==> src/rtl/pc_seq_ctrl_if.sv <==
// Fetch-sequencer bus: redirect/hold requests in, fetch address and status out.
// The trap request exists only when PC_TRAP_EN is defined.
interface pc_seq_ctrl_if #(
    parameter int WIDTH_I = 32
);
`ifdef PC_TRAP_EN
    logic               trap;
`endif
    logic               stall;
    logic               br_taken;
    logic [WIDTH_I-1:0] br_target;
    logic               jmp;
    logic [WIDTH_I-1:0] jmp_target;
    logic [WIDTH_I-1:0] pc_addr;
    logic               if_valid;
    logic               flush;
    logic               misalign;

    modport master (
`ifdef PC_TRAP_EN
        output trap,
`endif
        output stall,
        output br_taken,
        output br_target,
        output jmp,
        output jmp_target,
        input  pc_addr,
        input  if_valid,
        input  flush,
        input  misalign
    );

    modport slave (
`ifdef PC_TRAP_EN
        input  trap,
`endif
        input  stall,
        input  br_taken,
        input  br_target,
        input  jmp,
        input  jmp_target,
        output pc_addr,
        output if_valid,
        output flush,
        output misalign
    );
endinterface

==> src/rtl/pc_seq_ctrl.sv <==
// Program-counter sequencer: BOOT/RUN/STALL/REDIRECT FSM with fully registered outputs.
// Optional trap vectoring (highest priority, TRAP_ADDR parameter) is enabled by PC_TRAP_EN.
module pc_seq_ctrl #(
    parameter int                 WIDTH_I    = 32,
    parameter logic [WIDTH_I-1:0] RESET_ADDR = WIDTH_I'(32'h0000_0000)
`ifdef PC_TRAP_EN
    ,
    parameter logic [WIDTH_I-1:0] TRAP_ADDR  = WIDTH_I'(32'h0000_0080)
`endif
) (
    input logic           clk,
    input logic           rst_n,
    pc_seq_ctrl_if.slave  bus
);

    typedef enum logic [1:0] {
        BOOT     = 2'd0,
        RUN      = 2'd1,
        STALL    = 2'd2,
        REDIRECT = 2'd3
    } state_t;

    function automatic logic [WIDTH_I-1:0] align_tgt(input logic [WIDTH_I-1:0] t);
        return {t[WIDTH_I-1:2], 2'b00};
    endfunction

    function automatic logic is_misaligned(input logic [WIDTH_I-1:0] t);
        return |t[1:0];
    endfunction

    state_t             state_p0, nxt_state;
    logic [WIDTH_I-1:0] pc_p0, nxt_pc;
    logic               vld_p0, nxt_vld;
    logic               flush_p0, nxt_flush;
    logic               mis_p0, nxt_mis;

    logic               redir_take;
    logic [WIDTH_I-1:0] redir_tgt;

    // Select the single winning redirect; losing targets never reach misalign.
    always_comb begin
        redir_take = 1'b0;
        redir_tgt  = '0;
`ifdef PC_TRAP_EN
        if (bus.trap) begin
            redir_take = 1'b1;
            redir_tgt  = TRAP_ADDR;
        end else
`endif
        if (bus.br_taken) begin
            redir_take = 1'b1;
            redir_tgt  = bus.br_target;
        end else if (bus.jmp) begin
            redir_take = 1'b1;
            redir_tgt  = bus.jmp_target;
        end
    end

    always_comb begin
        nxt_state = state_p0;
        nxt_pc    = pc_p0;
        nxt_vld   = 1'b0;
        nxt_flush = 1'b0;
        nxt_mis   = 1'b0;
        case (state_p0)
            BOOT: begin
                nxt_state = RUN;
                nxt_pc    = RESET_ADDR;
                nxt_vld   = 1'b1;
            end
            default: begin
                // RUN, STALL and REDIRECT share the same event handling.
                if (redir_take) begin
                    nxt_state = REDIRECT;
                    nxt_pc    = align_tgt(redir_tgt);
                    nxt_flush = 1'b1;
                    nxt_mis   = is_misaligned(redir_tgt);
                end else if (bus.stall) begin
                    nxt_state = STALL;
                    nxt_vld   = 1'b1;
                end else begin
                    nxt_state = RUN;
                    nxt_pc    = pc_p0 + WIDTH_I'(4);
                    nxt_vld   = 1'b1;
                end
            end
        endcase
    end

    // p0: architectural PC, FSM state and registered status outputs
    always_ff @(posedge clk or negedge rst_n) begin
        if (!rst_n) begin
            state_p0 <= BOOT;
            pc_p0    <= RESET_ADDR;
            vld_p0   <= 1'b0;
            flush_p0 <= 1'b0;
            mis_p0   <= 1'b0;
        end else begin
            state_p0 <= nxt_state;
            pc_p0    <= nxt_pc;
            vld_p0   <= nxt_vld;
            flush_p0 <= nxt_flush;
            mis_p0   <= nxt_mis;
        end
    end

    assign bus.pc_addr  = pc_p0;
    assign bus.if_valid = vld_p0;
    assign bus.flush    = flush_p0;
    assign bus.misalign = mis_p0;

endmodule

==> src/flat_wrapper.sv <==
// flat-port wrapper written by rule: the top's interface ports become plain ports
module pc_seq_ctrl_flat 
#(
    parameter int                 WIDTH_I    = 32,
    parameter logic [WIDTH_I-1:0] RESET_ADDR = WIDTH_I'(32'h0000_0000)

)
  (clk, rst_n, bus_stall, bus_br_taken, bus_br_target, bus_jmp, bus_jmp_target, bus_pc_addr, bus_if_valid, bus_flush, bus_misalign);
  pc_seq_ctrl_if #(.WIDTH_I(WIDTH_I)) bus_i ();
  input logic clk;
  input logic rst_n;
  input wire logic [$bits(bus_i.stall)-1:0] bus_stall;
  input wire logic [$bits(bus_i.br_taken)-1:0] bus_br_taken;
  input wire logic [$bits(bus_i.br_target)-1:0] bus_br_target;
  input wire logic [$bits(bus_i.jmp)-1:0] bus_jmp;
  input wire logic [$bits(bus_i.jmp_target)-1:0] bus_jmp_target;
  output wire logic [$bits(bus_i.pc_addr)-1:0] bus_pc_addr;
  output wire logic [$bits(bus_i.if_valid)-1:0] bus_if_valid;
  output wire logic [$bits(bus_i.flush)-1:0] bus_flush;
  output wire logic [$bits(bus_i.misalign)-1:0] bus_misalign;
  assign bus_i.stall = bus_stall;
  assign bus_i.br_taken = bus_br_taken;
  assign bus_i.br_target = bus_br_target;
  assign bus_i.jmp = bus_jmp;
  assign bus_i.jmp_target = bus_jmp_target;
  assign bus_pc_addr = bus_i.pc_addr;
  assign bus_if_valid = bus_i.if_valid;
  assign bus_flush = bus_i.flush;
  assign bus_misalign = bus_i.misalign;
  pc_seq_ctrl #(.WIDTH_I(WIDTH_I), .RESET_ADDR(RESET_ADDR)) u_core (.clk(clk), .rst_n(rst_n), .bus(bus_i));
endmodule
==> config.mk <==
export PLATFORM = sky130hd
export DESIGN_NAME = pc_seq_ctrl_flat
export DESIGN_NICKNAME = d
export VERILOG_FILES = /design/src/rtl/pc_seq_ctrl_if.sv /design/src/rtl/pc_seq_ctrl.sv /design/src/flat_wrapper.sv
export SDC_FILE = /design/constraint.sdc
export NUM_CORES = 1
export LEC_CHECK = 0
export CAP_MARGIN = 25
export CORE_ASPECT_RATIO = 1.1
export CORE_MARGIN = 2
export CORE_UTILIZATION = 47
export CTS_CLUSTER_DIAMETER = 150
export DETAILED_ROUTE_END_ITERATION = 8
export PLACE_DENSITY_LB_ADDON = 0.15
export SYNTH_ARGS = -nofsm -noshare
export SYNTH_HDL_FRONTEND = slang
export SYNTH_SLANG_ARGS = --single-unit
==> constraint.sdc <==
create_clock -name clk -period 5.4 [get_ports clk]
set_input_delay 1.35 -clock clk [delete_from_list [all_inputs] [get_ports clk]]
set_output_delay 1.35 -clock clk [all_outputs]
set_load 0.02 [all_outputs]
======== Yosys cells after proc, flatten, opt, wreduce, memory -nomap -nowiden ========
Index checks and enable logic that the tools add are counted.
storage, ports and cells
  bits of input ports ..................... 69
  output and inout port bits .............. 35
  register bits after elaboration ......... 37
cells by class
  $add $sub $neg .......................... 1
  reductions and logical operators ........ 2
  equality and inequality tests ........... 1
  mux-type cells .......................... 16
operators with widths
  kind                                                                     count
  32-bit 2-to-1 mux                                                        5
  32-bit by 3-bit adder with 32-bit output, second input constant          1
  1-bit 2-to-1 mux                                                         8
  2-bit 2-to-1 mux                                                         3
  3-bit by 1-bit inequality test with 1-bit output, second input constant  1
  2-bit zero test                                                          1
  2-bit OR reduction                                                       1

======== Depth between registers and ports, before layout ========
  depth after elaboration ................. 5
  depth in mapped cells ................... 8
  gate-level depth less buffers ........... 6

======== Worst setup path before layout ========
Ideal clock, no wire load.
  kind .................................... input-to-reg
  start ................................... input bus_jmp
  end ..................................... register u_core.pc_p0[21] (netlist: u_core.bus.pc_addr[21])
  arrival ................................. 2.546 ns
  buffers on the path ..................... 2
  library setup time ...................... 0.121 ns
  stages on the path ...................... 7
  slack ................................... 2.733 ns
  required time ........................... 5.279 ns
  path through ............................ buf_2 or3b_1 buf_4 nand2_8 nor2_1 a21o_1 a22o_1
on the way
  cells in the longest elaborated chain, start to end .. 4
RTL lines
  item                                                   RTL line            source
  start, declared                                        flat_wrapper.sv:15  input wire logic [$bits(bus_i.jmp)-1:0] bus_jmp;
  32-bit 2-to-1 mux or 1-bit 2-to-1 mux (tied branches)  pc_seq_ctrl.sv:53   end else if (bus.jmp) begin
  32-bit 2-to-1 mux or 1-bit 2-to-1 mux (tied branches)  pc_seq_ctrl.sv:50   if (bus.br_taken) begin
  32-bit 2-to-1 mux                                      pc_seq_ctrl.sv:73   if (redir_take) begin
  32-bit 2-to-1 mux                                      pc_seq_ctrl.sv:65   case (state_p0)
  end signal, assigned                                   pc_seq_ctrl.sv:100  pc_p0 <= nxt_pc;
  end, declared                                          pc_seq_ctrl.sv:32   logic [WIDTH_I-1:0] pc_p0, nxt_pc;
Several ways; a longest one is shown, not always the timed one.
A chain may end at the register's enable or synchronous reset.

======== Worst setup path after layout ========
  start ................................... input bus_br_taken
  end ..................................... register u_core.pc_p0[31] (netlist: u_core.bus.pc_addr[31])
on the way
  cells in the longest elaborated chain, start to end .. 3
RTL lines
  item                                                   RTL line            source
  start, declared                                        flat_wrapper.sv:13  input wire logic [$bits(bus_i.br_taken)-1:0] bus_br_taken;
  32-bit 2-to-1 mux or 1-bit 2-to-1 mux (tied branches)  pc_seq_ctrl.sv:50
  32-bit 2-to-1 mux                                      pc_seq_ctrl.sv:73
  32-bit 2-to-1 mux                                      pc_seq_ctrl.sv:65
Several ways; a longest one is shown, not always the timed one.

==> impl_results.md <==
* Drt first pass iters at 5
* CTS tree: built
* Number of synthesized register bits at 35
* Worst Tran Pin Value at 0.863 ns
* H-tree lvl count at 2
* Number of max-cap violations at 0
* Pleak at 1.43 nW
* VDD IR-drop max at 0.000136 V
* Clock tree sinks at 35
* HPWL Detailed at 5550 um
* Cell Area, Synth at 0.00249 mm^2
* CP Class: in2reg
* Critical Path Sink Type: flop
* YS warnings at 0
* Final setup violating endpoints at 0
* Clock skew at 0.00555 ns
* Post-Synthesis Cells at 295
* Vias in the first global route at 2,721
* CTS root buf: clkbuf_8
* Setup TNS at 0 ns
* Final WL at 7630 um
* Slew Viols, Final at 0
* Share of layout cells above drive strength 1 at 7.65%
* Critical Path RT at 5.61 ns
* Inst Count DP at 441
* Tcrit/Tclk final at 64.4%
* I/O pins at 104
* DRT antenna net count at 0
* Number of buffers created by CTS at 5
* Number of flops mapped to enable cells by yosys at 0
* Die W at 73.4 um
* Largest net degree at the start of global routing at 36
* P&R area growth vs syn at 44.5%
* Die area at 0.00590 mm^2
* Main synth FF type: dfrtp_1
* Leading area contributor after synthesis: dfrtp_1
* DR vias at 2,758
* CTS clock-pin slew for the worst setup and hold paths at 0.07 ns
* Crit path launch type: primary input
* Worst path arrival time at 3.68 ns
* Initial Utilization at 49.2%
* Remaining global-route overflow at 0
* Worst slack, placed at 1.54 ns
* Num rows at 27
* Antenna violations before repair at 0
* Setup repair bufs after CTS at 0
* Drt drc at 0
* Min-Delay Path Class: reg2reg
* Drt via density at 6.13
* # hold bufs at CTS at 0
* Worst-Skew Late Latency at 0.29 ns
* Outcome: complete, no violations
* Post-cts sizing count at 0
* First-pass GRT wire length at 12,800 um
* Synth Area per Inst at 8.45 um^2
* Core area at 0.00507 mm^2
* Synth top area share at 35.1%
* Unique masters post-synth at 53
* Slew headroom at 42.4%
* Diodes inserted at 0
* Power density cells at 250 mW/mm^2
* Total GRT Usage at 27.6%
* Layout Cells excl Fill at 450
* Min cycle time layout at 3.48 ns
* Die Height at 80.4 um
* Area contributors post-synth: dfrtp_1, nor2_1, o22ai_1
* Max Clk Rate at 0.288 GHz
* Fin worst setup slack at 1.92 ns
* 1st-iter DRT viols at 247
* Routed WL per cell at 17.0 um
* Routability congestion estimate from global placement at 0.952
* Crit Path Max Fanout at 20
* Clk buf depth at 2
* IO buf count at 101
* Async set-or-reset flop fraction in the synthesized netlist at 100%
* Hold Fails Final Rpt at 0
* Post-synthesis sequential area ratio at 35.1%
* Nets@finish at 461
* RSZ-0062 raised after global routing: false
-- metal layers --
layer	track usage [%]	wire (um)	vias to the layer above
li1	-	-	1306
met1	37.4	3250	1289
met2	42.9	3600	146
met3	4.77	606	17
met4	12.0	176	0
met5	0	0	-
-- sequential cells by signal, summed over array words and instances, names as in the netlist --
signal               cells
u_core.bus.if_valid      1
u_core.state_p0          2
u_core.bus.pc_addr      30
u_core.bus.flush         1
u_core.bus.misalign      1
-- synth_stat cells, types with 2 or more instances --
| master | number |
|---|---|
| buf_2 | 5 |
| nor2_1 | 32 |
| dfrtp_1 | 35 |
| nand3_4 | 2 |
| o2bb2ai_1 | 11 |
| clkbuf_1 | 4 |
| nor4_1 | 4 |
| nor2_2 | 2 |
| nand4_2 | 2 |
| o21ai_1 | 10 |
| and3_1 | 6 |
| buf_4 | 4 |
| a21oi_1 | 22 |
| nand4_1 | 9 |
| o221ai_1 | 8 |
| nand3_1 | 10 |
| inv_1 | 16 |
| nor3_1 | 6 |
| nor3b_1 | 2 |
| nor4_4 | 3 |
| and3_2 | 2 |
| o22ai_1 | 18 |
| nand2b_1 | 2 |
| a21o_1 | 7 |
| or2_2 | 2 |
| nand2_1 | 14 |
| a211o_1 | 2 |
| or3_1 | 2 |
| a22o_1 | 8 |
| o21ai_0 | 22 |
-- cell families (layout without fill, tap and decap cells) --
kind of cell / count (synthesis) / count (layout) / synth area share, %
adders and majority gates: 1 / 1 / 0.502
buffers and inverters: 32 / 128 / 6.63
DFF: 35 / 35 / 35.1
muxes: 1 / 1 / 0.402
and+or+nand+nor: 108 / 108 / 26.6
other: 1 / 2 / 0.150
AOI/OAI and AO/OA: 116 / 116 / 30.2
xor gates and xnor gates: 1 / 1 / 0.351
-- through the flow --
stage | hold WS (ns) | cell area [um^2] | util [%] | power (mW)
after floorplan | 0.570 | 2500 | - | 0.526
after global placement | 0.547 | 3490 | 68.8 | 0.681
after detailed placement | 0.551 | 3490 | 68.8 | 0.688
after CTS | 0.569 | 3590 | 70.8 | 0.900
after global routing | 0.610 | 3600 | 71.1 | 0.948
final | 0.568 | 3600 | 71.1 | 0.901
-- worst max-delay path: stages --
cell and delay, ns:
clkdlybuf4s50_1 0.67, or3b_1 0.65, nor2_4 0.47, inv_2 0.19, o21ai_1 0.12, nand2_1 0.06, o211ai_1 0.16
-- layout make-up --
type / count / area [um^2]
fill: 415 / 1470
multi-input combinational: 229 / 1460
timing repair buffer: 103 / 1030
sequential: 35 / 876
clock buffer: 8 / 100
tap: 58 / 72.6
inverter: 17 / 63.8
-- final timing paths --
| check | start | end | slack [ns] | depth (start not counted) |
|---|---|---|---|---|
| setup / recovery | bus_br_taken | u_core.bus.pc_addr[31] | 1.92 | 7 |
| hold / removal | u_core.bus.pc_addr[19] | u_core.bus.pc_addr[19] | 0.57 | 1 |
| setup reg to reg | u_core.bus.pc_addr[2] | u_core.bus.pc_addr[22] | 3.22 | 6 |
| hold reg to reg | u_core.bus.pc_addr[19] | u_core.bus.pc_addr[19] | 0.57 | 1 |
| max in group asynchronous | rst_n | u_core.state_p0[1] | 3.60 | 2 |
| min in group asynchronous | rst_n | u_core.bus.pc_addr[16] | 1.47 | 2 |
-- cells in the final DEF, fill, tap and decap left out, types with 7 or more instances in the layout --
cell and n:
a21o_1 7, nand3_1 10, o2bb2ai_1 11, a22o_1 8, nand2_1 14, dfrtp_1 35, inv_1 16, o22ai_1 18
clkbuf_8 7, clkdlybuf4s50_1 101, nand4_1 9, a21oi_1 22, nor2_1 32, o21ai_0 22, o221ai_1 8, o21ai_1 10
-- where the power goes --
| group | leakage (nW) | total, mW | switching [mW] | internal, mW |
|---|---|---|---|---|
| Sequential | 0.381 | 0.357 | 0.0602 | 0.297 |
| Combinational | 0.995 | 0.330 | 0.165 | 0.165 |
| Clock | 0.0515 | 0.214 | 0.0975 | 0.117 |
| Total | 1.43 | 0.901 | 0.323 | 0.578 |
Note: power is estimated with default switching activity, not from simulation.
